`config.mk`:
```
export PLATFORM = sky130hd
export DESIGN_NAME = ticket_dispatch
export DESIGN_NICKNAME = d
export VERILOG_FILES = /design/src/rtl/ticket_dispatch.sv
export SDC_FILE = /design/constraint.sdc
export NUM_CORES = 1
export LEC_CHECK = 0
export BUFFER_PORTS_ARGS = -buffer_cell sky130_fd_sc_hd__buf_4
export CORE_MARGIN = 1
export CORE_UTILIZATION = 51
export CTS_CLUSTER_DIAMETER = 120
export DETAILED_ROUTE_END_ITERATION = 10
export PLACE_DENSITY = 0.73
export SYNTH_ARGS = -nofsm -noshare
export SYNTH_HDL_FRONTEND = slang
export SYNTH_SLANG_ARGS = --single-unit
```
`constraint.sdc`:
```
create_clock -name clk -period 3.9 [get_ports clk]
set_clock_uncertainty 0.2 [all_clocks]
set_input_delay 0.195 -clock clk [delete_from_list [all_inputs] [get_ports clk]]
set_output_delay 0.195 -clock clk [all_outputs]
set_load 0.03 [all_outputs]
```
`src/rtl/ticket_dispatch.sv`:
```
// ticket_dispatch
//   Issues sequential customer tickets on a take-number button, holds them in
//   order, and dispatches the oldest waiting ticket to the lowest-index idle,
//   enabled service counter. Each dispatched counter stays busy for a fixed
//   number of service cycles.
//
// Ports
//   clk            : system clock, rising edge
//   rst            : asynchronous active-high reset
//   button         : take-number request (level, edge-detected here)
//   counter_en     : per-counter open mask (1 = may receive new tickets)
//   last_ticket    : most recently issued ticket number
//   waiting        : tickets issued but not yet dispatched
//   queue_full     : waiting == QUEUE_DEPTH
//   reject         : one-cycle pulse on a request while the queue is full
//   counter_busy   : per-counter busy flags
//   counter_ticket : ticket last assigned to each counter, TICKET_W per counter
//   call_valid     : one-cycle pulse on each dispatch
//   call_counter   : counter index receiving the dispatch
//   call_ticket    : ticket number dispatched
module ticket_dispatch #(
    parameter int NUM_COUNTERS   = 5,
    parameter int TICKET_W       = 6,
    parameter int QUEUE_DEPTH    = 15,
    parameter int SERVICE_CYCLES = 8,
    localparam int WAIT_W        = $clog2(QUEUE_DEPTH + 1)
) (
    input  logic                             clk,
    input  logic                             rst,
    input  logic                             button,
    input  logic [NUM_COUNTERS-1:0]          counter_en,
    output logic [TICKET_W-1:0]              last_ticket,
    output logic [WAIT_W-1:0]                waiting,
    output logic                             queue_full,
    output logic                             reject,
    output logic [NUM_COUNTERS-1:0]          counter_busy,
    output logic [NUM_COUNTERS*TICKET_W-1:0] counter_ticket,
    output logic                             call_valid,
    output logic [2:0]                       call_counter,
    output logic [TICKET_W-1:0]              call_ticket
);

    localparam int TIMER_W = $clog2(SERVICE_CYCLES + 1);
    localparam logic [WAIT_W-1:0]   FULL_COUNT = WAIT_W'(QUEUE_DEPTH);
    localparam logic [TIMER_W-1:0]  SERVICE_LD = TIMER_W'(SERVICE_CYCLES);
    localparam logic [TICKET_W-1:0] FIRST_TKT  = TICKET_W'(1);

    logic                    button_d;
    logic [TICKET_W-1:0]     next_issue;
    logic [TICKET_W-1:0]     next_serve;
    logic [TIMER_W-1:0]      timer [NUM_COUNTERS];

    logic                    request;
    logic                    issue;
    logic [NUM_COUNTERS-1:0] free;
    logic                    found;
    logic [2:0]              sel;
    logic                    dispatch;

    // Ticket numbers skip 0, which is reserved for "none".
    function automatic logic [TICKET_W-1:0] next_num(input logic [TICKET_W-1:0] t);
        return (t == '1) ? FIRST_TKT : t + FIRST_TKT;
    endfunction

    assign request    = button & ~button_d;
    assign queue_full = (waiting == FULL_COUNT);
    assign issue      = request & ~queue_full;
    assign free       = counter_en & ~counter_busy;

    // Lowest-index eligible counter wins.
    always_comb begin
        sel   = '0;
        found = 1'b0;
        for (int unsigned i = 0; i < NUM_COUNTERS; i++) begin
            if (!found && free[i]) begin
                sel   = 3'(i);
                found = 1'b1;
            end
        end
    end

    assign dispatch = (waiting != '0) && found;

    always_ff @(posedge clk or posedge rst) begin
        if (rst) begin
            button_d       <= 1'b0;
            next_issue     <= FIRST_TKT;
            next_serve     <= FIRST_TKT;
            last_ticket    <= '0;
            waiting        <= '0;
            reject         <= 1'b0;
            call_valid     <= 1'b0;
            call_counter   <= '0;
            call_ticket    <= '0;
            counter_busy   <= '0;
            counter_ticket <= '0;
            for (int unsigned i = 0; i < NUM_COUNTERS; i++) begin
                timer[i] <= '0;
            end
        end else begin
            button_d <= button;
            reject   <= request & queue_full;

            if (issue) begin
                last_ticket <= next_issue;
                next_issue  <= next_num(next_issue);
            end

            // Issue and dispatch in the same cycle cancel out.
            if (issue && !dispatch) begin
                waiting <= waiting + WAIT_W'(1);
            end else if (!issue && dispatch) begin
                waiting <= waiting - WAIT_W'(1);
            end

            call_valid   <= dispatch;
            call_counter <= dispatch ? sel : '0;
            call_ticket  <= dispatch ? next_serve : '0;
            if (dispatch) begin
                next_serve <= next_num(next_serve);
            end

            for (int unsigned i = 0; i < NUM_COUNTERS; i++) begin
                if (dispatch && sel == 3'(i)) begin
                    counter_busy[i]                        <= 1'b1;
                    timer[i]                               <= SERVICE_LD;
                    counter_ticket[i*TICKET_W +: TICKET_W] <= next_serve;
                end else if (counter_busy[i]) begin
                    timer[i] <= timer[i] - TIMER_W'(1);
                    if (timer[i] == TIMER_W'(1)) begin
                        counter_busy[i] <= 1'b0;
                    end
                end
            end
        end
    end

endmodule

```
==> impl_metrics.toml, run 1 <==
[run_status]
status = "complete, no violations"

[global_routing]
antenna_found_initial = 0
grt_max_degree = 34
met3_usage = 0.03215
grt.busiest_layer = "met2"
grt_usage = 0.2046
grt_pass1_vias = 2682
met2_usage = 0.3187
grt_pass1_wl_mm = 13.04
overflow = 0
met1_usage = 0.2849

[floorplanning]
io_pins = 65
die-width_um = 90.13
core_area_um2 = 7370
dieHeight_um = 90.13
rows = 31
initial_core_util = 0.5375
die_area_um2 = 8123

[logic_synthesis]
synth_warnings = 0
synth_edf_count = 0
ys_types = 43
ys.flop_type = "dfrtp_1"
yosysTopAreaCell = "dfrtp_1"
syn_inst = 336
ys_seq_elements = 89
netlist_area_um2 = 3961
yosysTopAreaCellShare = 0.5496
synth_fp_nets = 360
avgSynthCellArea_um2 = 11.79
postSynth.asyncResetShare = 1.000
yosysSeqAreaShare = 0.5629
synth.area.top_cells = "dfrtp_1 55%, mux2_2 8.2%, ha_1 4.7%, nand2_1 4.5%, xnor2_1 3.1%"

[final_layout]
insertedDiodeCount = 0
area_growth_pct = 19.96
drive_gt1_frac = 0.3034
design_area_um2 = 4752
nNetsFinal = 431
final_cell_mix = "87 x dfrtp_1, 68 x buf_4, 47 x nand2_1, 29 x mux2_2, 26 x nor2_1"
fillers = 618
final_common_cell = "dfrtp_1"

[placed_design]
portBuffers = 64
routabilityCongestion = 0.8845
dp_hpwl_mm = 5.361
pre_cts_ws_ns = 0.5426
dpl_cell_area_um2 = 4551

[clocking]
ctsResizeCount = 0
post_cts_buffers = 0
cts_made_buffers = 9
htree_levels = 3
cts_tree = "built"
clockBufferDepth = 2
clock-sinks = 89
cts.clk_slew.worst_paths_ns = 0.08
clock-root-buffer = "clkbuf_8"
clkLatencyLatePin_ns = 0.34

[power_and_ir_drop]
p_per_area_nw_per_um2 = 969.0
p_leak_uw = 0.002282
vdd_drop_max_v = 0.0005294
finalPower_uw = 4605

[routing]
ant_nets = 0
drt-initial-drc-count = 91
vias = 2705
first_pass_iters = 4
viasPerCell = 5.294
avgRoutedWirePerCell_um = 15.20
routed_wl_mm = 7.767
drc = 0

[worst_setup_path]
worstPathRequired_ns = 3.92
rrSetupSlack_ns = 0.37
endpoint = "waiting[3]"
cp-end-kind = "register"
cp-start-kind = "register"
crit_start = "waiting[0]"
reg2reg_depth = 10
path_max_fanout = 12
rr_endpoint = "waiting[3]"
worst_ep_arrival_time_ns = 3.56
regToRegStartpoint = "waiting[0]"
critPathKind = "register to register"

[worst_hold_path]
hold_path_depth = 3
min_path_type = "primary input to register"

[timing]
slew_headroom = 0.4868
rsz0062_at_grt = "false"
hold_violations = 0
slew_violations = 0
worst_pin_slew_ns = 0.7670
setup_viol = 0
finalCritPeriodShare = 0.9061
fin_setup_tns_ns = 0
fin_ws_ns = 0.3662
max_freq_mhz = 283.0
finalCriticalPeriod_ns = 3.534

[run]
maxCapViolCount = 0
critical path, stage by stage, from the launching register on:
cell and delay (ns):
dfrtp_1 0.49, nand4_1 0.23, nand2_1 0.30, inv_1 0.25, ha_1 0.30, inv_1 0.16
ha_1 0.26, a21o_1 0.21, a2111oi_0 0.57, a31oi_1 0.11, a221o_1 0.33
per-stage QoR:
| step | util | hold WS, ns | cells |
|---|---|---|---|
| CTS | 0.6448 | 0.002562 | 511 |
| detailed placement | 0.6175 | 0.02962 | 493 |
| floorplan | - | 0.02643 | 336 |
| global route | 0.6448 | 0.04345 | 511 |
| finish | 0.6448 | 0.01512 | 511 |
| global placement | 0.6175 | 0.02491 | 493 |
layer usage:
layer,vias up,part of all wire
li1,1268,-
met1,1356,0.47
met2,71,0.47
met3,10,0.039
met4,0,0.014
met5,-,0
flip-flops by register name (all words and copies together), names as in the netlist, 4 cells and up:
| name | cells |
|---|---|
| counter_ticket | 30 |
| call_ticket | 6 |
| counter_busy | 5 |
| next_issue | 6 |
| timer | 20 |
| waiting | 4 |
| next_serve | 6 |
| last_ticket | 6 |
cells in the mapped netlist (all sizes together) (4+ instances only):
library cell	instances
mux2	35
a21oi	5
xnor2	14
nor2	27
inv	17
o21ai	7
nand2	47
and2	7
a21o	5
a211oi	4
clkbuf	7
nor2b	7
ha	15
xor2	7
dfrtp	87
and3	4
nand2b	4
nor4b	4
how the worst min path moves through the flow:
stage	startpoint	endpoint	slack (ns)
floorplan	button	button_d	0.03
global placement	rst	call_ticket[0]	0.02
detailed placement	rst	call_ticket[5]	0.03
CTS	counter_en[2]	timer[11]	0.003
global route	counter_en[2]	timer[11]	0.04
finish	counter_en[2]	timer[11]	0.02
report_power, final:
part	switching, uW	internal (uW)
clock network	299	297
logic	1210	987
registers	444	1360
logic make-up (layout without fill, tap and decap cells):
| family | Yosys count | in the layout | synth area share |
|---|---|---|---|
| AO/OA/AOI/OAI | 33 | 33 | 0.06160 |
| XOR/XNOR | 21 | 21 | 0.04643 |
| adder cells (fa/ha/maj) | 16 | 16 | 0.05243 |
| buffers and inverters | 27 | 103 | 0.02779 |
| flip-flops | 89 | 89 | 0.5629 |
| multiplexers | 35 | 35 | 0.1052 |
| AND/OR/NAND/NOR | 115 | 115 | 0.1437 |
final cells by class:
| type | instances | area [um2] | share of cell area |
|---|---|---|---|
| inverter | 17 | 65.06 | 0.01369 |
| clock buffer | 13 | 138.9 | 0.02923 |
| sequential | 89 | 2230 | 0.4692 |
| tap | 99 | 123.9 | 0.02607 |
| timing repair buffer | 70 | 530.5 | 0.1116 |
| multi-input combinational | 220 | 1622 | 0.3412 |
| clock inverter | 3 | 42.54 | 0.008952 |
timing repair:
action / 4_1_cts / 5_1_grt
hold endpoints to repair: 27 / 0
hold buffers: 2 / 0
endpoints found under the setup margin: 0 / 0
(Power assumes the default switching activity.)
==> run 2, diff against run 1 <==
==> config.mk (replaced) <==
export PLATFORM = sky130hd
export DESIGN_NAME = ticket_dispatch
export DESIGN_NICKNAME = d
export VERILOG_FILES = /design/src/rtl/ticket_dispatch.sv
export SDC_FILE = /design/constraint.sdc
export NUM_CORES = 1
export LEC_CHECK = 0
export CORE_MARGIN = 1
export CORE_UTILIZATION = 30
export CTS_CLUSTER_DIAMETER = 120
export DETAILED_ROUTE_END_ITERATION = 10
export DONT_BUFFER_PORTS = 1
export SYNTH_ARGS = -nofsm -noshare
export SYNTH_HDL_FRONTEND = slang
export SYNTH_SLANG_ARGS = --single-unit
==> impl_metrics.toml, run 2 (synthesis gave the netlist of run 1 again) <==
[run]
maxCapViolCount = 0

[final_layout]
largest_reg_flops = 30
insertedDiodeCount = 0
multiInputGateArea_um2 = 1622
reg.largest.list = "counter_ticket x30, timer x20"
area_growth_pct = 15.13
regMostFlops = "counter_ticket"
seqCellArea_um2 = 2231
fillers = 1284
final_cell_mix = "86 x dfrtp_1, 47 x nand2_1, 29 x mux2_2, 26 x nor2_1, 16 x inv_1"
drive_gt1_frac = 0.2045
final_common_cell = "dfrtp_1"
nNetsFinal = 376

[worst_setup_path]
cp-end-kind = "register"
worstPathRequired_ns = 3.92
critPathKind = "register to register"
cp-start-kind = "register"
worst_ep_arrival_time_ns = 3.39
path_max_fanout = 12

[timing]
finalCriticalPeriod_ns = 3.363
max_freq_mhz = 297.3
hold_violations = 0
finalCritPeriodShare = 0.8624
hold_slack_ns = 0.01408
slew_headroom = 0.2872
setup_viol = 0
worst_pin_slew_ns = 1.069
fin_setup_tns_ns = 0
rsz0062_at_grt = "false"
slew_violations = 0

[routing]
routed_wl_mm = 8.355
ant_nets = 0
viasPerCell = 4.631
drt-initial-drc-count = 102
vias = 2450
avgRoutedWirePerCell_um = 15.79
first_pass_iters = 4
drc = 0

[power_and_ir_drop]
vdd_drop_max_v = 0.0004897
p_leak_uw = 0.002072
p_per_area_nw_per_um2 = 1003
finalPower_uw = 4576

[global_routing]
grt_pass1_wl_mm = 13.20
grt_pass1_vias = 2396
antenna_found_initial = 0
grt_usage = 0.1322
overflow = 0
grt_max_degree = 62

[worst_hold_path]
min_path_type = "primary input to register"

[clocking]
clock-root-buffer = "clkbuf_16"
htree_levels = 3
cts_tree = "built"
cts_made_buffers = 9
clock-sinks = 89
clockBufferDepth = 2
clkLatencyLatePin_ns = 0.34
cts.clk_slew.worst_paths_ns = 0.07

[run_status]
status = "complete, no violations"

[floorplanning]
dieHeight_um = 116.9
die-width_um = 116.9
core_area_um2 = 12720
io_pins = 65
die_area_um2 = 13670
initial_core_util = 0.3114
rows = 41

[placed_design]
portBuffers = 0
dp_hpwl_mm = 5.694
routabilityCongestion = 0.8352
[run 2: changes by cell type in the layout (fill, tap and decap cells not counted)]
cell,change
buf_4,-57
clkbuf_16,+9
clkbuf_8,-8
clkbuf_1,-4
clkinv_4,+2
dlygate4sd3_1,+2
clkinv_2,+1
clkinvlp_4,-1
dfrtp_1,-1
dfrtp_2,+1
inv_6,+1
[run 2: power by group]
group / leakage (uW) / switching [uW] / total, uW / internal (uW)
clock: 0.000153 / 376 / 892 / 517
combinational: 0.000852 / 726 / 1440 / 713
sequential: 0.00107 / 884 / 2240 / 1360
total: 0.00207 / 1990 / 4580 / 2590
[run 2: critical path, cell delays in order (launching register included)]
cell and delay (ns):
dfrtp_2 0.54, nand4_1 0.23, nand2_1 0.30, inv_1 0.24, ha_1 0.29, inv_1 0.16, ha_1 0.26, a21o_1 0.21
a2111oi_0 0.42, a31oi_1 0.07, a221o_1 0.32
[run 2: path summary, 6_finish.rpt]
| kind | start | end | slack (ns) | cells after the start |
|---|---|---|---|---|
| min in group asynchronous | rst | call_ticket[4] | 0.32 | 2 |
| worst min-delay path | counter_en[3] | call_counter[1] | 0.01 | 3 |
| worst max-delay path | waiting[0] | waiting[3] | 0.54 | 10 |
| max in group asynchronous | rst | next_serve[0] | 2.20 | 3 |
| worst min register to register | next_issue[4] | next_issue[4] | 0.30 | 1 |
| worst max register to register | waiting[0] | waiting[3] | 0.54 | 10 |
[run 2: layout make-up]
| cell class | count | area share |
|---|---|---|
| tap | 172 | 0.04719 |
| inverter | 17 | 0.01427 |
| multi-input combinational | 220 | 0.3556 |
| clock inverter | 6 | 0.01454 |
| sequential | 89 | 0.4892 |
| timing repair buffer | 15 | 0.02689 |
| clock buffer | 10 | 0.05240 |
[run 2: metrics by stage]
stage,setup slack [ns],utilization,instances,instance area (um2)
3_5_place_dp,0.3696,0.3312,509,4214
5_1_grt,0.1199,0.3585,529,4561
6_report,0.5366,0.3585,529,4561
4_1_cts,0.3245,0.3584,529,4559
3_3_place_gp,0.4825,0.3312,509,4214
2_1_floorplan,0.4521,-,336,3961
[run 2: timing repair]
item | 4_1_cts | 5_1_grt
buffers inserted | 0 | 0
gates resized for setup | 0 | 1
setup endpoints to repair | 0 | 1
endpoints found under the hold margin | 65 | 0
hold buffers | 4 | 0
[run 2: metal layers]
layer,wire (um),up-vias,global-route usage
met1,3854,1213,0.1710
met4,126,0,0.04557
met2,3839,55,0.2028
met3,534,12,0.05046
met5,0,-,0
li1,-,1170,-
